==> src/rtl/game_ctrl.sv <==
// game_ctrl: game sequencer ahead of the bird motion block.
// It debounces the start, jump and down buttons, runs the IDLE/READY/PLAY/OVER
// state machine, and keeps the score, the high score and the gravity level.
// The buttons are assumed to be already synchronous to clk.
`timescale 1ns/1ps
module game_ctrl #(
  parameter int DEBOUNCE_CYCLES = 16,
  parameter int GROUND_CYCLES   = 64,
  parameter int OVER_CYCLES     = 1024,
  parameter int LEVEL_STEP      = 10,
  parameter int SCORE_MAX       = 999
) (
  input  logic               clk,
  input  logic               rst,
  input  logic               btn_start,
  input  logic               btn_jump,
  input  logic               btn_down,
  input  logic               collision,
  input  logic               pipe_passed,
  input  logic signed [10:0] y_coord,
  output logic [1:0]         state,
  output logic               enable,
  output logic               jump,
  output logic               down,
  output logic [1:0]         fall_accel,
  output logic [9:0]         score,
  output logic [9:0]         high_score
);

  localparam int DBW = $clog2(DEBOUNCE_CYCLES);
  localparam int GW  = $clog2(GROUND_CYCLES);
  localparam int OW  = $clog2(OVER_CYCLES);

  localparam logic [DBW-1:0] DB_LAST = DBW'(DEBOUNCE_CYCLES - 1);
  localparam logic [GW-1:0]  G_LAST  = GW'(GROUND_CYCLES - 1);
  localparam logic [OW-1:0]  O_LAST  = OW'(OVER_CYCLES - 1);
  localparam logic [9:0]     S_MAX   = 10'(SCORE_MAX);
  localparam logic [9:0]     LVL1    = 10'(LEVEL_STEP);
  localparam logic [9:0]     LVL2    = 10'(2 * LEVEL_STEP);

  typedef enum logic [1:0] {
    S_IDLE  = 2'd0,
    S_READY = 2'd1,
    S_PLAY  = 2'd2,
    S_OVER  = 2'd3
  } state_t;

  // Button index order: 0 = start, 1 = jump, 2 = down.
  logic [2:0]            raw;
  logic [2:0]            db_lvl_q, db_lvl_d;
  logic [2:0][DBW-1:0]   db_cnt_q, db_cnt_d;
  logic                  start_press, jump_press;

  state_t                state_q, state_d;
  logic                  paused_q, paused_d;
  logic [GW-1:0]         gnd_q, gnd_d;
  logic [OW-1:0]         otmr_q, otmr_d;
  logic [9:0]            score_q, score_d;
  logic [9:0]            hs_q, hs_d;
  logic [1:0]            fa_q, fa_d;

  logic                  run;
  logic                  grounded;

  assign raw = {btn_down, btn_jump, btn_start};

  // A press fires on the same edge the debounced level rises, so the FSM
  // reacts exactly DEBOUNCE_CYCLES cycles after a clean raw edge.
  assign start_press = btn_start & ~db_lvl_q[0] & (db_cnt_q[0] == DB_LAST);
  assign jump_press  = btn_jump  & ~db_lvl_q[1] & (db_cnt_q[1] == DB_LAST);

  // Negative heights count as being on the ground.
  assign grounded = y_coord[10] || (y_coord == 11'sd0);
  assign run      = (state_q == S_PLAY) && !paused_q;

  // Debounce: count while raw disagrees with the level, flip on the last count.
  always_comb begin
    db_lvl_d = db_lvl_q;
    db_cnt_d = db_cnt_q;
    for (int i = 0; i < 3; i++) begin
      if (raw[i] != db_lvl_q[i]) begin
        if (db_cnt_q[i] == DB_LAST) begin
          db_lvl_d[i] = raw[i];
          db_cnt_d[i] = '0;
        end else begin
          db_cnt_d[i] = db_cnt_q[i] + 1'b1;
        end
      end else begin
        db_cnt_d[i] = '0;
      end
    end
  end

  // Game FSM, score, high score, ground counter and over timer.
  always_comb begin
    state_d  = state_q;
    paused_d = paused_q;
    gnd_d    = '0;
    otmr_d   = '0;
    score_d  = score_q;
    hs_d     = hs_q;

    // Score is updated before the game-over check so a pipe cleared on the
    // colliding cycle still counts toward the high score.
    if (run && pipe_passed && (score_q != S_MAX)) begin
      score_d = score_q + 1'b1;
    end

    case (state_q)
      S_IDLE: begin
        if (start_press) begin
          state_d = S_READY;
          score_d = '0;
        end
      end
      S_READY: begin
        if (jump_press) begin
          state_d = S_PLAY;
        end
      end
      S_PLAY: begin
        if (run && grounded) begin
          gnd_d = gnd_q + 1'b1;
        end
        if (run && (collision || (grounded && (gnd_q == G_LAST)))) begin
          state_d  = S_OVER;
          paused_d = 1'b0;
          gnd_d    = '0;
          if (score_d > hs_q) begin
            hs_d = score_d;
          end
        end else if (start_press) begin
          paused_d = ~paused_q;
        end
      end
      S_OVER: begin
        otmr_d = otmr_q + 1'b1;
        if (start_press || (otmr_q == O_LAST)) begin
          state_d = S_IDLE;
          otmr_d  = '0;
        end
      end
      default: state_d = S_IDLE;
    endcase
  end

  // Gravity level follows the registered score one cycle later.
  always_comb begin
    if (score_q >= LVL2) begin
      fa_d = 2'd3;
    end else if (score_q >= LVL1) begin
      fa_d = 2'd2;
    end else begin
      fa_d = 2'd1;
    end
  end

  // State registers with synchronous reset.
  always_ff @(posedge clk) begin
    if (rst) begin
      db_lvl_q <= '0;
      db_cnt_q <= '0;
      state_q  <= S_IDLE;
      paused_q <= 1'b0;
      gnd_q    <= '0;
      otmr_q   <= '0;
      score_q  <= '0;
      hs_q     <= '0;
      fa_q     <= 2'd1;
    end else begin
      db_lvl_q <= db_lvl_d;
      db_cnt_q <= db_cnt_d;
      state_q  <= state_d;
      paused_q <= paused_d;
      gnd_q    <= gnd_d;
      otmr_q   <= otmr_d;
      score_q  <= score_d;
      hs_q     <= hs_d;
      fa_q     <= fa_d;
    end
  end

  assign state      = state_q;
  assign enable     = (state_q == S_READY) || run;
  assign jump       = db_lvl_q[1] && (state_q == S_PLAY);
  assign down       = db_lvl_q[2] && (state_q == S_PLAY);
  assign fall_accel = fa_q;
  assign score      = score_q;
  assign high_score = hs_q;

endmodule

==> config.mk <==
export PLATFORM = sky130hd
export DESIGN_NAME = game_ctrl
export DESIGN_NICKNAME = d
export VERILOG_FILES = /design/src/rtl/game_ctrl.sv
export SDC_FILE = /design/constraint.sdc
export NUM_CORES = 1
export LEC_CHECK = 0
export CAP_MARGIN = 20
export CORE_MARGIN = 2
export CORE_UTILIZATION = 41
export CTS_CLUSTER_SIZE = 8
export DETAILED_ROUTE_END_ITERATION = 8
export PLACE_DENSITY = 0.64
export SLEW_MARGIN = 10
export SYNTH_ARGS = -nofsm -noshare
export SYNTH_HDL_FRONTEND = slang
export SYNTH_SLANG_ARGS = --single-unit
==> constraint.sdc <==
create_clock -name clk -period 3.2 [get_ports clk]
set_input_delay 0.48 -clock clk [delete_from_list [all_inputs] [get_ports clk]]
set_output_delay 0.48 -clock clk [all_outputs]
set_load 0.005 [all_outputs]
Yosys cells after proc, flatten, opt, wreduce, memory -nomap -nowiden
Cells that the tools add are included.
{"block": "op_classes", "mux": 12, "eq_ne": 16, "magnitude_cmp": 3, "add_sub_neg": 6, "n_reduce_logical": 28, "bitwise": 13}
{"op": "2-to-1 mux 10 bit", "n": 3}
{"op": "adder 10 x 1 -> 10 bit, second input constant", "n": 2}
{"op": "adder 4 x 1 -> 4 bit, second input constant", "n": 3}
{"op": "equality test 4 bit, second input constant", "n": 3}
{"op": "2-to-1 mux 2 bit", "n": 6}
{"op": "OR reduction 3 bit", "n": 4}
{"op": "logical NOT 11 bit", "n": 1}
{"op": "equality test 10 bit, second input constant", "n": 1}
{"op": "greater-or-equal comparator 10 x 4 -> 1 bit, second input constant", "n": 1}
{"op": "greater-or-equal comparator 10 x 5 -> 1 bit, second input constant", "n": 1}
{"op": "greater-than comparator 10 bit", "n": 1}
{"op": "!= test 10 bit, second input constant", "n": 1}
{"op": "inverter 1 bit", "n": 9}
{"op": "logical AND 1 bit", "n": 8}
{"op": "one-hot mux 2 bit (4 select lines)", "n": 1}
{"op": "AND reduction 2 bit", "n": 4}
{"op": "adder 6 x 1 -> 6 bit, second input constant", "n": 1}
{"op": "equality test 6 bit, second input constant", "n": 1}
{"op": "!= test 2 bit, second input constant", "n": 3}
{"op": "AND 1 bit", "n": 4}
{"op": "equality test 2 bit, second input constant", "n": 2}
{"op": "logical OR 1 bit", "n": 4}
{"op": "AND reduction 4 bit", "n": 1}
{"op": "OR reduction 4 bit", "n": 1}
{"op": "9 further kinds", "n": 12}
{"block": "totals", "out_inout_bits": 27, "elab_cells": 92, "ff_bits": 56, "input_bits": 18}

Depth between registers and ports, before layout
Gate-level depths: netlist (run 1).
{"block": "logic_depth", "ltp_word": 7, "depth_mapped": 14, "depth_no_buf": 13}

Least setup slack after synthesis (run 1)
No wires, ideal clock.
{"block": "synth_path", "path_type": "register to register", "from": "register state_q[0], in the netlist state[0]", "to": "register hs_q[2], in the netlist high_score[2]", "setup_time_ps": 116, "required_ps": 3084, "stages_incl_launch_ff": 15, "period_less_slack_ps": 3231, "n_path_buf": 1, "path_slack_ps": -31, "arrival_ps": 3115, "path_cell_list": "dfxtp_1 inv_1 ha_1 nand2b_2 nor4_1 and3_2 xnor2_1 inv_1 ha_1 and4_1 o2111a_1 a2111o_1 and3_2 buf_6 a31o_1"}
{"block": "synth_via", "elab_chain_len": 7, "word_cells_on_any_way": 8, "classes_between": "order compare: 1; eq/ne: 1; mux: 1; reduce/logical: 5"}
{"item": "from (decl)", "line": "54", "text": "state_t state_q, state_d;"}
{"item": "from (signal assigned)", "line": "173", "text": "state_q <= state_d;"}
{"item": "equality test 2 bit *", "line": "74, 109"}
{"item": "logical AND 1 bit", "line": "74", "text": "assign run = (state_q == S_PLAY) && !paused_q;"}
{"item": "logical AND 1 bit (2 in series)", "line": "105", "text": "if (run && pipe_passed && (score_q != S_MAX)) begin"}
{"item": "2-to-1 mux 10 bit", "line": "105"}
{"item": "greater-than comparator 10 bit", "line": "129", "text": "if (score_d > hs_q) begin"}
{"item": "AND reduction 3 bit (no source line)"}
{"item": "to (signal assigned)", "line": "178", "text": "hs_q <= hs_d;"}
{"item": "to (decl)", "line": "59", "text": "logic [9:0] hs_q, hs_d;"}
Every way passes the cells marked *; elsewhere a longest branch is shown, timed or not.
A chain may end at the register's enable or synchronous reset.

Worst setup path after layout (run 1)
{"block": "layout_path", "from": "input pipe_passed", "to": "register hs_q[2], in the netlist high_score[2]"}
{"block": "layout_via", "elab_chain_len": 5}
{"item": "from (decl)", "line": "19", "text": "input logic pipe_passed,"}
{"item": "logical AND 1 bit * (2 in series)", "line": "105"}
{"item": "2-to-1 mux 10 bit *", "line": "105"}
{"item": "greater-than comparator 10 bit", "line": "129"}
{"item": "AND reduction 3 bit (no source line)"}
Marks and branches as above.

==> qor.csv, run 1 <==
metric;value;unit
sequential area share after synthesis;39.8;%
Max Fclk;330;MHz
RSZ-0062 raised after global routing;no;
IO buf count;44;
Wirelength per Cell;12.9;um
Synth top area share;39.8;%
Worst Tran Pin Value;0.404;ns
Main synth FF type;dfxtp_1;
Power, Total;1.14;mW
worst path required time;3.46;ns
Inserted Diodes;0;
Post-DP Area;3500;um^2
non-filler cells, final;471;
first-pass GRT wire length;10300;um
CTS Buf Count;5;
fraction of layout cells with a size suffix above 1;15.1;%
Clock transition at path regs;0.10;ns
largest net degree at the start of global routing;19;
cell taking the most area after synthesis;dfxtp_1;
initial antenna violation count;0;
core area;6720;um^2
Syn Std Cell Area;2820;um^2
Net count, final;431;
Hold Fails Final Rpt;0;
PwrDens;314;nW/um^2
I/O pins;45;
Critical Path AT;3.29;ns
critical path fanouts, max;10;
Root Driver;clkbuf_8;
terminus of the critical flop-to-flop path;high_score[2]$_SDFFE_PP0P_;
TritonCTS clock tree;yes;
Synth area leaders;dfxtp_1 (40%), ha_1 (10%), nor2_1 (6.5%);
critical setup path kind;in -> reg;
GRT Util Overall;17.1;%
hold depth;1;
Die Area;7550;um^2
Final setup viols;0;
routability cong.;0.808;
clk sinks;56;
Synth async-reset ratio;0;%
Mapped Nets;358;
Initial Util;41.9;%
Post-Syn Instances;317;
routed via count;2390;
Max VDD drop;303;uV
Max transition margin;72.9;%
Die H;86.9;um
Ys Warns;0;
clk_lat worst skew;0.31;ns
Remaining DRCs;0;
DRT iter0 DRCs;85;
outcome;completed;
cts hold-fix bufs;0;
final wirelength;6080;um
Place WS;-0.374;ns
Synth cell types;49;
GRT overflow;0;
CP Capture Type;register;
Reg2Reg Depth;15;
placed cell count;463;
vias per cell;5.07;
fin area;3640;um^2
R2R Path Start;state[0]$_SDFFE_PP0P_;
postcts setup bufs;0;
min-delay src;otmr_q[0]$_SDFF_PP0_;
Critical Path Start Type;primary input;
setup slack after layout;0.172;ns
synthesis-stage register bit count;56;
final worst-path cycle share;94.6;%
R2R setup slack;0.21;ns
first drt pass iteration count;4;
P&R area growth vs syn;29.4;%
DPL Wire Length;4750;um
Leakage;1.46;nW
CTS Buffer Depth;2;
row cnt;30;
Min-Delay Path Class;reg -> reg;
Tmin final;3.03;ns
Fin Clk Skew;0.00681;ns
Final Max Slew Viols;0;
H-tree lvl count;2;
Synth Area per Inst;8.88;um^2
EDFF count, synth;0;
Post-DRT Antenna Nets;0;
vias in the first global route;2296;
Worst Hold End;otmr_q[0]$_SDFF_PP0_;
Die W;86.9;um
Max-Cap Viols;0;
-- layout by cell type (no fill, tap or decap), types with 3 or more instances in the layout --
cell type / instances
ha_1: 22
a211oi_1: 10
a31oi_1: 10
clkdlybuf4s50_1: 44
nand2_1: 18
o21ai_0: 9
inv_1: 33
xor2_1: 12
and3_1: 8
a21oi_1: 7
buf_4: 28
clkbuf_8: 5
dfxtp_2: 4
nor2_1: 47
nand3_1: 15
dfxtp_1: 52
mux2i_1: 4
xnor2_1: 14
nand4_1: 3
-- area by class of cell --
class / count / area, um^2
Sequential cell: 56 / 1130
Multi-Input combinational cell: 220 / 1540
Timing Repair Buffer: 73 / 662
Inverter: 34 / 128
Tap cell: 80 / 100
Fill cell: 625 / 3080
Clock buffer: 5 / 68.8
Clock inverter: 3 / 21.3
-- layer usage --
| layer | part of all wire, % | global-route usage, % |
|---|---|---|
| met1 | 48 | 21.9 |
| met2 | 45 | 28.5 |
| met3 | 5.1 | 4.36 |
| met4 | 1.9 | 4.69 |
| met5 | 0 | 0 |
-- Yosys cell counts, drive strengths merged (2+ instances only) --
cell type and instances:
a211oi 10, a21oi 7, a31oi 10, and2 2
and3 10, and4 4, buf 3, clkbuf 4
dfxtp 56, ha 23, inv 34, mux2i 4
nand2 18, nand2b 2, nand3 15, nand4 3
nor2 49, nor3 2, nor4 3, o21ai 11
or4 3, xnor2 14, xor2 12
-- kinds of logic after synthesis --
kind of cell / Yosys count / share of synthesized area (%)
AO/OA/AOI/OAI: 49 / 11.7
XOR/XNOR: 26 / 8.09
adder cells (fa/ha/maj): 23 / 10.2
buffers and inverters: 41 / 7.33
flip-flops: 56 / 39.8
multiplexers: 4 / 1.42
AND/OR/NAND/NOR: 118 / 21.4
-- critical path, stage by stage --
cell and delay (ns):
clkdlybuf4s50_1 0.52, inv_1 0.11, nor4_4 0.21, and3_2 0.23, xnor2_1 0.14, inv_1 0.07
ha_1 0.29, and4_4 0.18, buf_4 0.13, a2111o_1 0.38, buf_6 0.16, a311oi_2 0.25
a31o_1 0.13
-- how the worst max path moves through the flow --
stage,startpoint,endpoint,slack [ns],cells after the start
4_1_cts,pipe_passed,high_score[2]$_SDFFE_PP0P_,0.02,13
6_report,pipe_passed,high_score[2]$_SDFFE_PP0P_,0.17,13
5_1_grt,pipe_passed,high_score[2]$_SDFFE_PP0P_,0.01,13
3_5_place_dp,pipe_passed,high_score[3]$_SDFFE_PP0P_,-0.37,12
2_1_floorplan,score[1]$_SDFF_PP0_,high_score[2]$_SDFFE_PP0P_,0.03,13
3_3_place_gp,pipe_passed,high_score[2]$_SDFFE_PP0P_,-0.28,12
-- sequential cells by signal, indices dropped and copies added (netlist names) --
| signal | cells |
|---|---|
| paused_q | 1 |
| score | 10 |
| fall_accel | 2 |
| db_cnt_q | 12 |
| gnd_q | 6 |
| db_lvl_q | 3 |
| otmr_q | 10 |
| high_score | 10 |
| state | 2 |
-- report_power, final --
| group | internal, mW | switching, mW | total (mW) |
|---|---|---|---|
| sequential | 0.700 | 0.00256 | 0.703 |
| combinational | 0.0258 | 0.0215 | 0.0473 |
| clock | 0.156 | 0.238 | 0.394 |
| total | 0.882 | 0.262 | 1.14 |
-- per-stage QoR --
step / util, % / setup TNS [ns] / hold WS, ns
2_1_floorplan: - / 0 / 0.413
3_3_place_gp: 52.1 / -2.56 / 0.426
3_5_place_dp: 52.1 / -3.39 / 0.438
4_1_cts: 53.7 / 0 / 0.455
5_1_grt: 54.2 / 0 / 0.477
6_report: 54.2 / 0 / 0.452
-- repair_timing --
item	CTS	global route
pin swaps	1	4
cloned	0	0
gates resized for setup	4	12
endpoints found under the setup margin	10	10
No activity file was read; power rests on OpenSTA's default activity.
==> inputs of run 2 (changes only) <==
--- a/config.mk
+++ b/config.mk
@@ -10,6 +10,7 @@
 export CORE_UTILIZATION = 41
 export CTS_CLUSTER_SIZE = 8
 export DETAILED_ROUTE_END_ITERATION = 8
+export GPL_TIMING_DRIVEN = 0
 export PLACE_DENSITY = 0.64
 export SLEW_MARGIN = 10
 export SYNTH_ARGS = -nofsm -noshare
==> qor.csv, run 2 (synthesis results as in run 1) <==
metric;value;unit;change
I/O pins;45;;unchanged
Max Fclk;326;MHz;was 330 MHz
clk sinks;56;;unchanged
DPL Wire Length;4440;um;was 4750 um
routed via count;2369;;was 2390
Worst Tran Pin Value;0.430;ns;was 0.404 ns
TritonCTS clock tree;yes;;unchanged
Die W;86.9;um;unchanged
worst path required time;3.42;ns;was 3.46 ns
initial antenna violation count;0;;unchanged
first-pass GRT wire length;9490;um;was 10300 um
Die H;86.9;um;unchanged
number of flip-flops in the largest register;12;;unchanged
Final Max Slew Viols;0;;unchanged
Cell Chain, Critical Path;inv_4 > ha_4 > nand2b_4 > nor4_4 > and2_4 > xnor2_4 > inv_1 > ha_4 > and4_4 > o2111a_1 > a2111o_1 > and3_2 > buf_6 > a211oi_1;;was clkdlybuf4s50_1 > inv_1 > nor4_4 > and3_2 > xnor2_1 > inv_1 > ha_1 > and4_4 > buf_4 > a2111o_1 > buf_6 > a311oi_2 > a31o_1
Die Area;7550;um^2;unchanged
P&R area growth vs syn;33.2;%;was 29.4%
Post-DRT Antenna Nets;0;;unchanged
final worst-path cycle share;96.0;%;was 94.6%
Critical path buffers and inverters;3;;was 5
Max transition margin;71.2;%;was 72.9%
R2R Path Start;state[0]$_SDFFE_PP0P_;;unchanged
Critical Path AT;3.29;ns;about the same
CTS Buffer Depth;2;;unchanged
Clock transition at path regs;0.10;ns;about the same
critical setup path kind;reg -> reg;;was in -> reg
Critical Path Most Common Cell;ha_4;;was inv_1
DRT iter0 DRCs;88;;was 85
Leakage;1.41;nW;was 1.46 nW
Max VDD drop;259;uV;was 303 uV
Tmin final;3.07;ns;was 3.03 ns
Post-DP Area;3360;um^2;was 3500 um^2
first drt pass iteration count;4;;unchanged
CTS Buf Count;5;;unchanged
fin area;3750;um^2;was 3640 um^2
Final setup viols;0;;unchanged
most frequent cells in the layout;nor2_1 (47), dfxtp_1 (47), clkdlybuf4s50_1 (43);;was dfxtp_1 (52), nor2_1 (47), clkdlybuf4s50_1 (44)
clk_lat worst skew;0.30;ns;was 0.31 ns
routability cong.;0.838;;was 0.808
GRT Util Overall;15.6;%;was 17.1%
Critical Path Start Type;register;;was primary input
core area;6720;um^2;unchanged
row cnt;30;;unchanged
GRT overflow;0;;unchanged
largest net degree at the start of global routing;19;;unchanged
Inserted Diodes;0;;unchanged
CP delay by family, top;simple AND/OR/NAND/NOR gates;;was buffers and inverters
Min-Delay Path Class;reg -> reg;;unchanged
Worst setup startpoint;state[0]$_SDFFE_PP0P_;;was pipe_passed
CP Capture Type;register;;unchanged
Net count, final;419;;was 431
slowest cell on the critical path;dfxtp_4;;was clkdlybuf4s50_1
Initial Util;41.9;%;unchanged
min-delay src;db_cnt_q[0]$_SDFF_PP0_;;was otmr_q[0]$_SDFF_PP0_
cts hold-fix bufs;0;;unchanged
outcome;completed;;unchanged
PwrDens;304;nW/um^2;was 314 nW/um^2
IO buf count;44;;unchanged
critical path fanouts, max;10;;unchanged
fraction of layout cells with a size suffix above 1;18.2;%;was 15.1%
final core occ;55.8;%;was 54.2%
vias per cell;5.16;;was 5.07
Max-Cap Viols;0;;unchanged
Largest Register;db_cnt_q;;unchanged
H-tree lvl count;2;;unchanged
vias in the first global route;2119;;was 2296
Root Driver;clkbuf_8;;unchanged
Remaining DRCs;0;;unchanged
Wirelength per Cell;13.3;um;was 12.9 um
fill cell count;607;;was 625
Hold Fails Final Rpt;0;;unchanged
Fin Clk Skew;0.00755;ns;was 0.00681 ns
final wirelength;6110;um;was 6080 um
crit-path max cell delay;0.37;ns;was 0.52 ns
[run 2: changes by cell type in the layout (fill, tap and decap cells not counted), moves of 3 or more]
cell,change
xnor2_1,-4
dfxtp_4,+4
ha_4,+4
buf_4,-18
dfxtp_1,-5
ha_1,-4
a211oi_1,-4
clkbuf_8,+3
a211oi_2,+4
[run 2: per-layer routing]
metal  GRT usage, %  vias to the layer above  share of wire (%)
met5              0                        -                  0
met4           3.98                        0                1.5
met3           3.03                        9                4.5
met2           26.9                       48                 46
met1           19.9                     1097                 48
li1               -                     1215                  -
[run 2: path summary, 6_finish.rpt]
| path | to | cells past startpoint | slack [ns] |
|---|---|---|---|
| worst min register to register | db_cnt_q[0]$_SDFF_PP0_ | 1 | 0.45 |
| worst max register to register | high_score[5]$_SDFFE_PP0P_ | 14 | 0.13 |
| worst max-delay path | high_score[5]$_SDFFE_PP0P_ | 14 | 0.13 |
| worst min-delay path | db_cnt_q[0]$_SDFF_PP0_ | 1 | 0.45 |
[run 2: cell type report]
cell class | instances | area [um^2] | area share (%)
well taps | 80 | 100 | 2.67
clock buffers | 5 | 68.8 | 1.84
clock inverters | 3 | 23.8 | 0.634
flip-flops and latches | 56 | 1140 | 30.5
inverters | 34 | 130 | 3.47
repair buffers | 54 | 518 | 13.8
plain buffers | 7 | 78.8 | 2.10
multi-input cells | 220 | 1690 | 45.0
[run 2: per-stage QoR]
step / instances / TNS, ns / power (mW) / hold WS, ns / setup slack [ns]
floorplan: 317 / 0 / 0.738 / 0.413 / 0.0309
CTS: 451 / 0 / 1.16 / 0.455 / 0.00283
detailed placement: 441 / -4.58 / 0.769 / 0.434 / -0.500
global placement: 441 / -4.76 / 0.768 / 0.427 / -0.488
global route: 459 / -0.0432 / 1.19 / 0.475 / -0.0113
finish: 459 / 0 / 1.14 / 0.449 / 0.129
[run 2: timing repair]
item	4_1_cts	5_1_grt
cloned	0	0
setup endpoints to repair	10	10
buffers inserted	2	8
resized for setup	21	30
pin swaps	2	8
[run 2: power by group]
group,internal [mW],switching (mW),leakage [nW]
Clock,0.156,0.236,0.0404
Combinational,0.0276,0.0225,0.912
Sequential,0.697,0.00256,0.458
Total,0.880,0.261,1.41
==> inputs of run 3 (changes only) <==
--- a/config.mk
+++ b/config.mk
@@ -5,13 +5,13 @@
 export SDC_FILE = /design/constraint.sdc
 export NUM_CORES = 1
 export LEC_CHECK = 0
-export CAP_MARGIN = 20
+export ABC_AREA = 1
 export CORE_MARGIN = 2
 export CORE_UTILIZATION = 41
 export CTS_CLUSTER_SIZE = 8
 export DETAILED_ROUTE_END_ITERATION = 8
 export GPL_TIMING_DRIVEN = 0
-export PLACE_DENSITY = 0.64
+export PLACE_DENSITY = 0.61
 export SLEW_MARGIN = 10
 export SYNTH_ARGS = -nofsm -noshare
 export SYNTH_HDL_FRONTEND = slang
==> constraint.sdc (replaced) <==
create_clock -name clk -period 3.05 [get_ports clk]
set_input_delay 0.4575 -clock clk [delete_from_list [all_inputs] [get_ports clk]]
set_output_delay 0.4575 -clock clk [all_outputs]
set_load 0.005 [all_outputs]
==> qor.csv, run 3 <==
metric;value;unit;change
outcome;completed;;unchanged
Max Fclk;367;MHz;was 326 MHz
Largest Register;db_cnt_q;;unchanged
most common cell after layout, fill and taps aside;nand2_1;;
Remaining DRCs;0;;unchanged
Max transition margin;66.9;%;was 71.2%
Post-synth top cells;nand2_1 (80), nor2_1 (76), inv_1 (63), dfxtp_1 (56), nand3_1 (27);;was dfxtp_1 (56), nor2_1 (49), inv_1 (34), ha_1 (23), nand2_1 (18)
Hold Fails Final Rpt;0;;unchanged
Die H;89.6;um;was 86.9 um
Main synth FF type;dfxtp_1;;unchanged
number of flip-flops in the largest register;12;;unchanged
Int Pwr;1.45;mW;was 0.880 mW
WHS;0.453;ns;was 0.449 ns
fill cell count;726;;was 607
NetSw;0.919;mW;was 0.261 mW
final worst-path cycle share;89.2;%;was 96.0%
vias per cell;4.58;;was 5.16
most frequent cell after synthesis;nand2_1;;was dfxtp_1
TritonCTS clock tree;yes;;unchanged
GRT Util Overall;16.1;%;was 15.6%
Leakage;1.58;nW;was 1.41 nW
final core occ;51.4;%;was 55.8%
Synth top area share;37.3;%;was 39.8%
initial antenna violation count;0;;unchanged
EDFF count, synth;0;;unchanged
routed via count;2598;;was 2369
sequential power share;38.1;%;was 61.3%
fraction of layout cells with a size suffix above 1;9.62;%;was 18.2%
first-pass GRT wire length;10000;um;was 9490 um
Mapped Nets;456;;was 358
critical path fanouts, max;10;;unchanged
worst path required time;3.27;ns;was 3.42 ns
Root Driver;clkbuf_8;;unchanged
combinational power share;44.1;%;was 4.4%
Synth async-reset ratio;0;%;unchanged
core area;7180;um^2;was 6720 um^2
non-filler cells, final;567;;was 459
Critical Path AT;2.95;ns;was 3.29 ns
Critical Path Start Type;register;;unchanged
routability cong.;0.832;;was 0.838
clk sinks;56;;unchanged
Synth area leaders;dfxtp_1 (37%), nand2_1 (10%), ha_1 (9.6%);;was dfxtp_1 (40%), ha_1 (10%), nor2_1 (6.5%)
fin area;3690;um^2;was 3750 um^2
clock share of power;17.8;%;was 34.3%
M1 GR Usage;18.9;%;was 19.9%
Post-Syn Instances;415;;was 317
Worst Tran Pin Value;0.496;ns;was 0.430 ns
GR Layer Usage met3;2.95;%;was 3.03%
synthesis-stage register bit count;56;;unchanged
clk_lat worst skew;0.31;ns;was 0.30 ns
IO buf count;44;;unchanged
Die Area;8020;um^2;was 7550 um^2
TNS Setup;0;ns;unchanged
Min-Delay Path Class;reg -> reg;;unchanged
H-tree lvl count;2;;unchanged
Post-DP Area;3570;um^2;was 3360 um^2
most frequent cells in the layout;nand2_1 (80), nor2_1 (76), inv_1 (62);;was nor2_1 (47), dfxtp_1 (47), clkdlybuf4s50_1 (43)
largest net degree at the start of global routing;16;;was 19
CTS Buffer Depth;2;;unchanged
Syn Std Cell Area;3000;um^2;was 2820 um^2
Final setup viols;0;;unchanged
Net count, final;508;;was 419
DPL Wire Length;4570;um;was 4440 um
Ys Warns;0;;unchanged
PwrDens;642;nW/um^2;was 304 nW/um^2
Final Max Slew Viols;0;;unchanged
cell taking the most area after synthesis;dfxtp_1;;unchanged
Tmin final;2.72;ns;was 3.07 ns
Clock transition at path regs;0.10;ns;about the same
cts hold-fix bufs;0;;unchanged
Fin Clk Skew;0.0100;ns;was 0.00755 ns
Initial Util;41.8;%;was 41.9%
Synth Area per Inst;7.23;um^2;was 8.88 um^2
postcts setup bufs;0;;was 2
Die W;89.6;um;was 86.9 um
busiest metal layer after global routing;met2;;unchanged
GRT overflow;0;;unchanged
critical setup path kind;reg -> reg;;unchanged
Synth cell types;37;;was 49
CTS resizes;0;;was 21
placed cell count;558;;was 441
Max VDD drop;410;uV;was 259 uV
sw frac;38.8;%;was 22.9%
Wirelength per Cell;10.5;um;was 13.3 um
final wirelength;5950;um;was 6110 um
sequential area share after synthesis;37.3;%;was 39.8%
Inserted Diodes;0;;unchanged
vias in the first global route;2390;;was 2119
CTS Buf Count;5;;unchanged
GR Util met2;29.0;%;was 26.9%
first drt pass iteration count;4;;unchanged
DRT iter0 DRCs;69;;was 88
Max-Cap Viols;0;;unchanged
Post-DRT Antenna Nets;0;;unchanged
I/O pins;45;;unchanged
CP Capture Type;register;;unchanged
P&R area growth vs syn;22.8;%;was 33.2%
row cnt;31;;was 30
## run 3: cell types whose count changed in the layout (fill, tap and decap cells not counted), sizes merged, moves of 5 or more
cell,change
and3,-10
nand3,+12
a21oi,+6
buf,-11
xnor2,-11
inv,+33
nor3,+5
nor2,+33
a31oi,-9
a211oi,-9
nand2,+72
## run 3: kinds of logic (layout without fill, tap and decap cells)
logic type / count (synthesis) / count (layout) / synth area share (%)
xor gates and xnor gates: 16 / 16 / 4.92
DFF: 56 / 56 / 37.3
adders and majority gates: 23 / 23 / 9.59
buffers and inverters: 70 / 122 / 9.30
and+or+nand+nor: 221 / 222 / 32.6
AOI/OAI and AO/OA: 29 / 29 / 6.25
## run 3: per-stage QoR
step | total power, mW | setup WS [ns]
after floorplan | 1.58 | 0.520
after global placement | 1.91 | 0.120
after detailed placement | 1.91 | 0.110
after CTS | 2.34 | 0.0629
after global routing | 2.58 | -0.00442
final | 2.37 | 0.328
## run 3: worst paths after layout
kind / startpoint / endpoint / slack, ns / cells after the start
max: state[0]$_SDFFE_PP0P_ / high_score[4]$_SDFFE_PP0P_ / 0.33 / 22
min: db_cnt_q[8]$_SDFF_PP0_ / db_cnt_q[8]$_SDFF_PP0_ / 0.45 / 1
max reg2reg: state[0]$_SDFFE_PP0P_ / high_score[4]$_SDFFE_PP0P_ / 0.33 / 22
min reg2reg: db_cnt_q[8]$_SDFF_PP0_ / db_cnt_q[8]$_SDFF_PP0_ / 0.45 / 1
## run 3: critical path, stage by stage, from the launching register on
cell	delay, ns
dfxtp_2	0.38
inv_2	0.07
ha_4	0.17
inv_2	0.09
nor2_4	0.05
nand2_1	0.05
inv_1	0.04
nand2_2	0.12
buf_6	0.17
nand2_1	0.06
nand2_1	0.12
inv_1	0.06
ha_1	0.28
nand2_1	0.10
nor2_2	0.06
nand3_1	0.07
nand3_1	0.07
nor2_1	0.24
nor2_4	0.11
nand2_4	0.10
clkinv_4	0.09
nor2_1	0.10
nor2_1	0.04
## run 3: layer usage
metal	wire length, um	up-vias
met4	87	0
met1	2710	1160
met5	0	-
li1	-	1394
met2	2980	38
met3	172	6
## run 3: power groups by stage
stage	Sequential [mW]	Clock (mW)	Combinational [mW]
after floorplan	0.904	0	0.671
after global placement	0.914	0	0.991
after detailed placement	0.916	0	0.990
after CTS	0.899	0.438	1.00
after global routing	0.916	0.468	1.20
final	0.901	0.421	1.04
## run 3: area by class of cell
type / instances / area, um^2 / area share, %
Tap cell: 99 / 124 / 3.36
Sequential cell: 56 / 1130 / 30.6
Clock buffer: 8 / 90.1 / 2.44
Multi-Input combinational cell: 290 / 1620 / 44.0
Timing Repair Buffer: 44 / 440 / 11.9
Inverter: 68 / 263 / 7.13
Buffer: 2 / 18.8 / 0.509
